--- src/rtl/half_pwm_seq.sv ---
// Burst sequencer for the half_pwm_die pulse generator: stages timing config,
// shadows it on each accepted start, fires io_en per period and counts completions.
module half_pwm_seq #(
    parameter int _RAM_WIDTH = 32,
    parameter int _CNT_WIDTH = 16
) (
    input  logic                  io_clk,
    input  logic                  io_rst,
    input  logic                  cfg_wr,
    input  logic [_RAM_WIDTH-1:0] cfg_die_period,
    input  logic [_RAM_WIDTH-1:0] cfg_pulse_period,
    input  logic [_CNT_WIDTH-1:0] cfg_burst_count,
    input  logic [_CNT_WIDTH-1:0] cfg_gap,
    input  logic                  start,
    input  logic                  stop,
    input  logic                  pulse_valid,
    output logic [_RAM_WIDTH-1:0] die_period,
    output logic [_RAM_WIDTH-1:0] pulse_period,
    output logic                  io_en,
    output logic                  pwm_dis,
    output logic                  busy,
    output logic                  done,
    output logic                  aborted,
    output logic                  cfg_err,
    output logic [_CNT_WIDTH-1:0] cycle_cnt
);

    typedef enum logic [2:0] {
        S_IDLE,
        S_LOAD,
        S_FIRE,
        S_WAIT,
        S_GAP,
        S_DONE,
        S_ABORT
    } state_t;

    localparam logic [_CNT_WIDTH-1:0] CNT_ONE = {{(_CNT_WIDTH-1){1'b0}}, 1'b1};

    state_t                  state;
    logic [_RAM_WIDTH-1:0]   stg_die;
    logic [_RAM_WIDTH-1:0]   stg_pulse;
    logic [_CNT_WIDTH-1:0]   stg_burst;
    logic [_CNT_WIDTH-1:0]   stg_gap;
    logic [_CNT_WIDTH-1:0]   gap_lat;
    logic [_CNT_WIDTH-1:0]   gap_cnt;
    logic [_CNT_WIDTH-1:0]   remaining;
    logic [1:0]              abort_cnt;
    logic                    stg_bad;
    logic                    nxt_bad;
    logic                    abort_req;

    always_ff @(posedge io_clk or negedge io_rst) begin
        if (!io_rst) begin
            stg_die   <= '0;
            stg_pulse <= '0;
            stg_burst <= '0;
            stg_gap   <= '0;
        end else if (cfg_wr) begin
            stg_die   <= cfg_die_period;
            stg_pulse <= cfg_pulse_period;
            stg_burst <= cfg_burst_count;
            stg_gap   <= cfg_gap;
        end
    end

    // cfg_err must coincide with LOAD, so the check is made one edge early
    // against the staging contents LOAD will actually see.
    always_comb begin
        stg_bad = (stg_die == '0) || (stg_pulse == '0) || (stg_burst == '0);
        nxt_bad = stg_bad;
        if (cfg_wr) begin
            nxt_bad = (cfg_die_period == '0) || (cfg_pulse_period == '0) ||
                      (cfg_burst_count == '0);
        end
        abort_req = stop && ((state == S_LOAD) || (state == S_FIRE) ||
                             (state == S_WAIT) || (state == S_GAP));
    end

    always_ff @(posedge io_clk or negedge io_rst) begin
        if (!io_rst) begin
            state        <= S_IDLE;
            die_period   <= '0;
            pulse_period <= '0;
            io_en        <= 1'b0;
            pwm_dis      <= 1'b0;
            busy         <= 1'b0;
            done         <= 1'b0;
            aborted      <= 1'b0;
            cfg_err      <= 1'b0;
            cycle_cnt    <= '0;
            gap_lat      <= '0;
            gap_cnt      <= '0;
            remaining    <= '0;
            abort_cnt    <= '0;
        end else begin
            io_en   <= 1'b0;
            done    <= 1'b0;
            aborted <= 1'b0;
            cfg_err <= 1'b0;
            if (abort_req) begin
                state     <= S_ABORT;
                pwm_dis   <= 1'b1;
                abort_cnt <= '0;
            end else begin
                case (state)
                    S_IDLE: begin
                        if (start) begin
                            state   <= S_LOAD;
                            busy    <= 1'b1;
                            cfg_err <= nxt_bad;
                        end
                    end
                    S_LOAD: begin
                        if (stg_bad) begin
                            state <= S_IDLE;
                            busy  <= 1'b0;
                        end else begin
                            die_period   <= stg_die;
                            pulse_period <= stg_pulse;
                            remaining    <= stg_burst;
                            gap_lat      <= stg_gap;
                            cycle_cnt    <= '0;
                            io_en        <= 1'b1;
                            state        <= S_FIRE;
                        end
                    end
                    S_FIRE: state <= S_WAIT;
                    S_WAIT: begin
                        if (pulse_valid) begin
                            cycle_cnt <= cycle_cnt + 1'b1;
                            remaining <= remaining - 1'b1;
                            if (remaining == CNT_ONE) begin
                                state <= S_DONE;
                                done  <= 1'b1;
                            end else if (gap_lat == '0) begin
                                state <= S_FIRE;
                                io_en <= 1'b1;
                            end else begin
                                gap_cnt <= gap_lat;
                                state   <= S_GAP;
                            end
                        end
                    end
                    S_GAP: begin
                        if (gap_cnt == CNT_ONE) begin
                            state <= S_FIRE;
                            io_en <= 1'b1;
                        end else begin
                            gap_cnt <= gap_cnt - 1'b1;
                        end
                    end
                    S_DONE: begin
                        state <= S_IDLE;
                        busy  <= 1'b0;
                    end
                    S_ABORT: begin
                        // two cycles of pwm_dis, then one cycle of aborted before IDLE
                        case (abort_cnt)
                            2'd0: abort_cnt <= 2'd1;
                            2'd1: begin
                                pwm_dis   <= 1'b0;
                                aborted   <= 1'b1;
                                abort_cnt <= 2'd2;
                            end
                            default: begin
                                state <= S_IDLE;
                                busy  <= 1'b0;
                            end
                        endcase
                    end
                    default: begin
                        state <= S_IDLE;
                        busy  <= 1'b0;
                    end
                endcase
            end
        end
    end

endmodule

--- config.mk ---
export PLATFORM = sky130hd
export DESIGN_NAME = half_pwm_seq
export DESIGN_NICKNAME = d
export VERILOG_FILES = /design/src/rtl/half_pwm_seq.sv
export SDC_FILE = /design/constraint.sdc
export NUM_CORES = 1
export LEC_CHECK = 0
export ABC_AREA = 1
export CAP_MARGIN = 15
export CORE_MARGIN = 8
export CORE_UTILIZATION = 42
export DETAILED_ROUTE_END_ITERATION = 10
export GPL_TIMING_DRIVEN = 0
export PLACE_DENSITY = 0.66
export SKIP_CTS_REPAIR_TIMING = 1
export SLEW_MARGIN = 20
export SYNTH_ARGS = -nofsm -noshare
export SYNTH_HDL_FRONTEND = slang
export SYNTH_SLANG_ARGS = --single-unit
--- constraint.sdc ---
create_clock -name io_clk -period 3.04 [get_ports io_clk]
set_clock_uncertainty 0.2 [all_clocks]
set_input_delay 0.608 -clock io_clk [delete_from_list [all_inputs] [get_ports io_clk]]
set_output_delay 0.608 -clock io_clk [all_outputs]
set_load 0.02 [all_outputs]
==> impl_metrics.env <==
export IMPL_worstSetupPathType="in -> reg"
export IMPL_worst_setup_path_end_kind="flip-flop"
export IMPL_syn_avg_cell_area_um2=7.83
export IMPL_antenna_found_initial=1
export IMPL_area_growth_pct=29.2
export IMPL_drive_gt1_share_pct=5.27
export IMPL_cts_clk_slew_worst_paths_ps=60
export IMPL_io_buffers=186
export IMPL_worst_pin_slew_ps=789
export IMPL_worstReg2RegEnd="pulse_period[31]"
export IMPL_antenna_diode_count=0
export IMPL_die_w_um=179
export IMPL_first_pass_iters=7
export IMPL_multi_input_area_um2=4410
export IMPL_clockPowerShare_pct=26.1
export IMPL_yosysTopAreaCellShare_pct=53.0
export IMPL_yosys_area_top_type="dfrtp_1"
export IMPL_place_ws_ps=-153
export IMPL_wirelength_um=31800
export IMPL_cts_tree="done"
export IMPL_synthFlopType="dfrtp_1"
export IMPL_synthCells=1416
export IMPL_crit_required_ps=3280
export IMPL_yosys_register_bits=235
export IMPL_reg2reg_setup_slack_ps=520
export IMPL_r2r_start="stg_die[15]"
export IMPL_ir_drop_uv=523
export IMPL_die_area_um2=31900
export IMPL_fmax_mhz=379
export IMPL_power_leakage_nw=6.78
export IMPL_drt_iter0_markers=674
export IMPL_cts_root_buf="clkbuf_16"
export IMPL_p_int_mw=7.72
export IMPL_layout_min_cycle_time_ps=2640
export IMPL_nets=1740
export IMPL_seq_power_share_pct=36.2
export IMPL_period_share_pct=86.7
export IMPL_clk_path_buf_depth=3
export IMPL_start_util_pct=42.7
export IMPL_grt_max_degree=82
export IMPL_fin_setup_tns_ps=0
export IMPL_yosysSeqAreaShare_pct=53.0
export IMPL_slew_viol_final=0
export IMPL_syn_num_nets=1523
export IMPL_p_sw_share_pct=38.1
export IMPL_start_kind="input port"
export IMPL_endpoint="stg_gap[13]"
export IMPL_grt_usage_pct=20.3
export IMPL_synth_edf_count=0
export IMPL_gp_congestion=0.892
export IMPL_avgRoutedWirePerCell_um=16.0
export IMPL_synth_area_um2=11100
export IMPL_synth_cell_types=36
export IMPL_arrival_ps=2880
export IMPL_cap_violations=0
export IMPL_finalHoldViolations=0
export IMPL_ys_warn_count=0
export IMPL_grt_overflow_total=0
export IMPL_yosys_top_cells_area="dfrtp_1 (53%), nand2_1 (13%), nor2_1 (6.0%), o21ai_0 (5.8%), inv_1 (4.7%)"
export IMPL_grt_pass1_wl_um=52600
export IMPL_slew_headroom_pct=47.4
export IMPL_comb_power_share_pct=37.7
export IMPL_switching_power_mw=4.76
export IMPL_rsz0062_at_grt="no"
export IMPL_reg2reg_depth=11
export IMPL_grt_pass1_vias=10229
export IMPL_numCtsBuffers=26
export IMPL_clkSinkCount=235
export IMPL_cp_startpoint="cfg_wr"
export IMPL_setup_viol=0
export IMPL_htree_levels=1
export IMPL_p_per_area_nw_per_um2=871
export IMPL_async_flop_share_pct=100
export IMPL_seqCellArea_um2=5880
export IMPL_hpwl_um=23600
export IMPL_dieHeight_um=179
export IMPL_insertion_delay_ps=530
export IMPL_viasPerCell=5.03
export IMPL_holdCritPathClass="reg -> reg"
export IMPL_rows=59
export IMPL_crit_fanout=10
export IMPL_fill_cells=2491
export IMPL_layout_setup_ws_ps=403
export IMPL_outcome="complete, no violations"
export IMPL_num_vias=9998
export IMPL_coreArea_um2=26000
export IMPL_drc=0
export IMPL_hp_start="gap_lat[3]"
export IMPL_antenna_left=0
export IMPL_io_pins=188
cell usage in the layout (no fill, tap or decap), types with 3 or more instances in the layout:
cell type and n:
buf_2 23, ha_1 5, clkdlybuf4s50_1 185, nor3_1 15
nand2_1 393, xor2_1 15, bufinv_16 3, dfrtp_1 235
o21ai_0 128, a21oi_1 6, or2_2 4, nand4_1 16
nand3_1 102, nor2_1 177, clkbuf_16 27, inv_1 139
clkbuf_8 5, nor4_1 5, clkbuf_1 39, xnor2_1 4
o21ai_1 89, nand3b_1 3, clkinv_2 8
kinds of logic (layout without fill, tap and decap cells):
kind of cell             Yosys count  in the layout  share of synthesized area [%]
AND/OR/NAND/NOR                  724            724                           27.0
buffers and inverters            203            438                           7.27
AO/OA/AOI/OAI                    230            230                           10.6
XOR/XNOR                          19             19                           1.50
flip-flops                       235            235                           53.0
adder cells (fa/ha/maj)            5              5                          0.564
registers in the layout, summed over array words and instances (netlist names), 2 cells and up:
| signal | count |
|---|---|
| abort_cnt | 2 |
| cycle_cnt | 16 |
| die_period | 32 |
| gap_cnt | 16 |
| gap_lat | 16 |
| pulse_period | 32 |
| remaining | 16 |
| state | 3 |
| stg_burst | 16 |
| stg_die | 32 |
| stg_gap | 16 |
| stg_pulse | 32 |
Yosys cell counts, types with 2 or more instances:
cell / n
a21o_1: 2
a21oi_1: 6
buf_2: 23
buf_6: 2
clkbuf_1: 36
dfrtp_1: 235
ha_1: 5
inv_1: 139
inv_2: 2
nand2_1: 393
nand3_1: 102
nand3b_1: 3
nand4_1: 16
nor2_1: 177
nor3_1: 15
nor4_1: 5
o21ai_0: 128
o21ai_1: 89
or2_2: 4
xnor2_1: 4
xor2_1: 15
power by group through the flow:
stage / Clock [mW] / Sequential (mW) / Combinational (mW)
after floorplan: 0 / 4.88 / 2.48
after global placement: 0 / 4.55 / 4.64
after detailed placement: 0 / 4.55 / 4.73
after CTS: 3.33 / 4.52 / 4.74
after global routing: 3.45 / 4.63 / 5.30
final: 3.26 / 4.52 / 4.71
metal layers:
| layer | global-route usage (%) | vias to the layer above | part of all wire (%) |
|---|---|---|---|
| met3 | 5.50 | 48 | 7.9 |
| met1 | 26.6 | 4728 | 44 |
| met5 | 0 | - | 0.041 |
| met2 | 33.1 | 273 | 47 |
| li1 | - | 4947 | - |
| met4 | 4.58 | 2 | 1.8 |
stage by stage:
stage	std cells	hold WS (ps)	util (%)	total power, mW	instance area [um2]
3_5_place_dp	1939	277	51.7	9.28	13400
2_1_floorplan	1416	112	-	7.35	11100
6_report	1986	287	55.2	12.5	14300
5_1_grt	1986	320	55.2	13.4	14300
3_3_place_gp	1937	266	51.5	9.19	13400
4_1_cts	1985	-104	55.1	12.6	14300
critical path, stage by stage:
cell	delay, ps
clkbuf_1	440
clkbuf_1	660
clkbuf_1	450
clkbuf_1	510
nand2_1	90
o21ai_0	100
area by class of cell:
class	instances	share of cell area, %
sequential	235	41.0
multi-input combinational	978	30.7
buffer	61	1.90
tap	335	2.92
inverter	142	3.73
timing repair buffer	189	13.5
clock buffer	35	5.27
clock inverter	11	0.934
how the worst min path moves through the flow:
stage                           end  depth (start not counted)  slack, ps
floorplan              abort_cnt[0]                          0        110
global placement            pwm_dis                          2        270
detailed placement  pulse_period[1]                          2        280
CTS                    abort_cnt[1]                          1       -100
global route             gap_lat[3]                          2        320
finish                   gap_lat[3]                          2        290
Note: power is estimated with default switching activity, not from simulation.
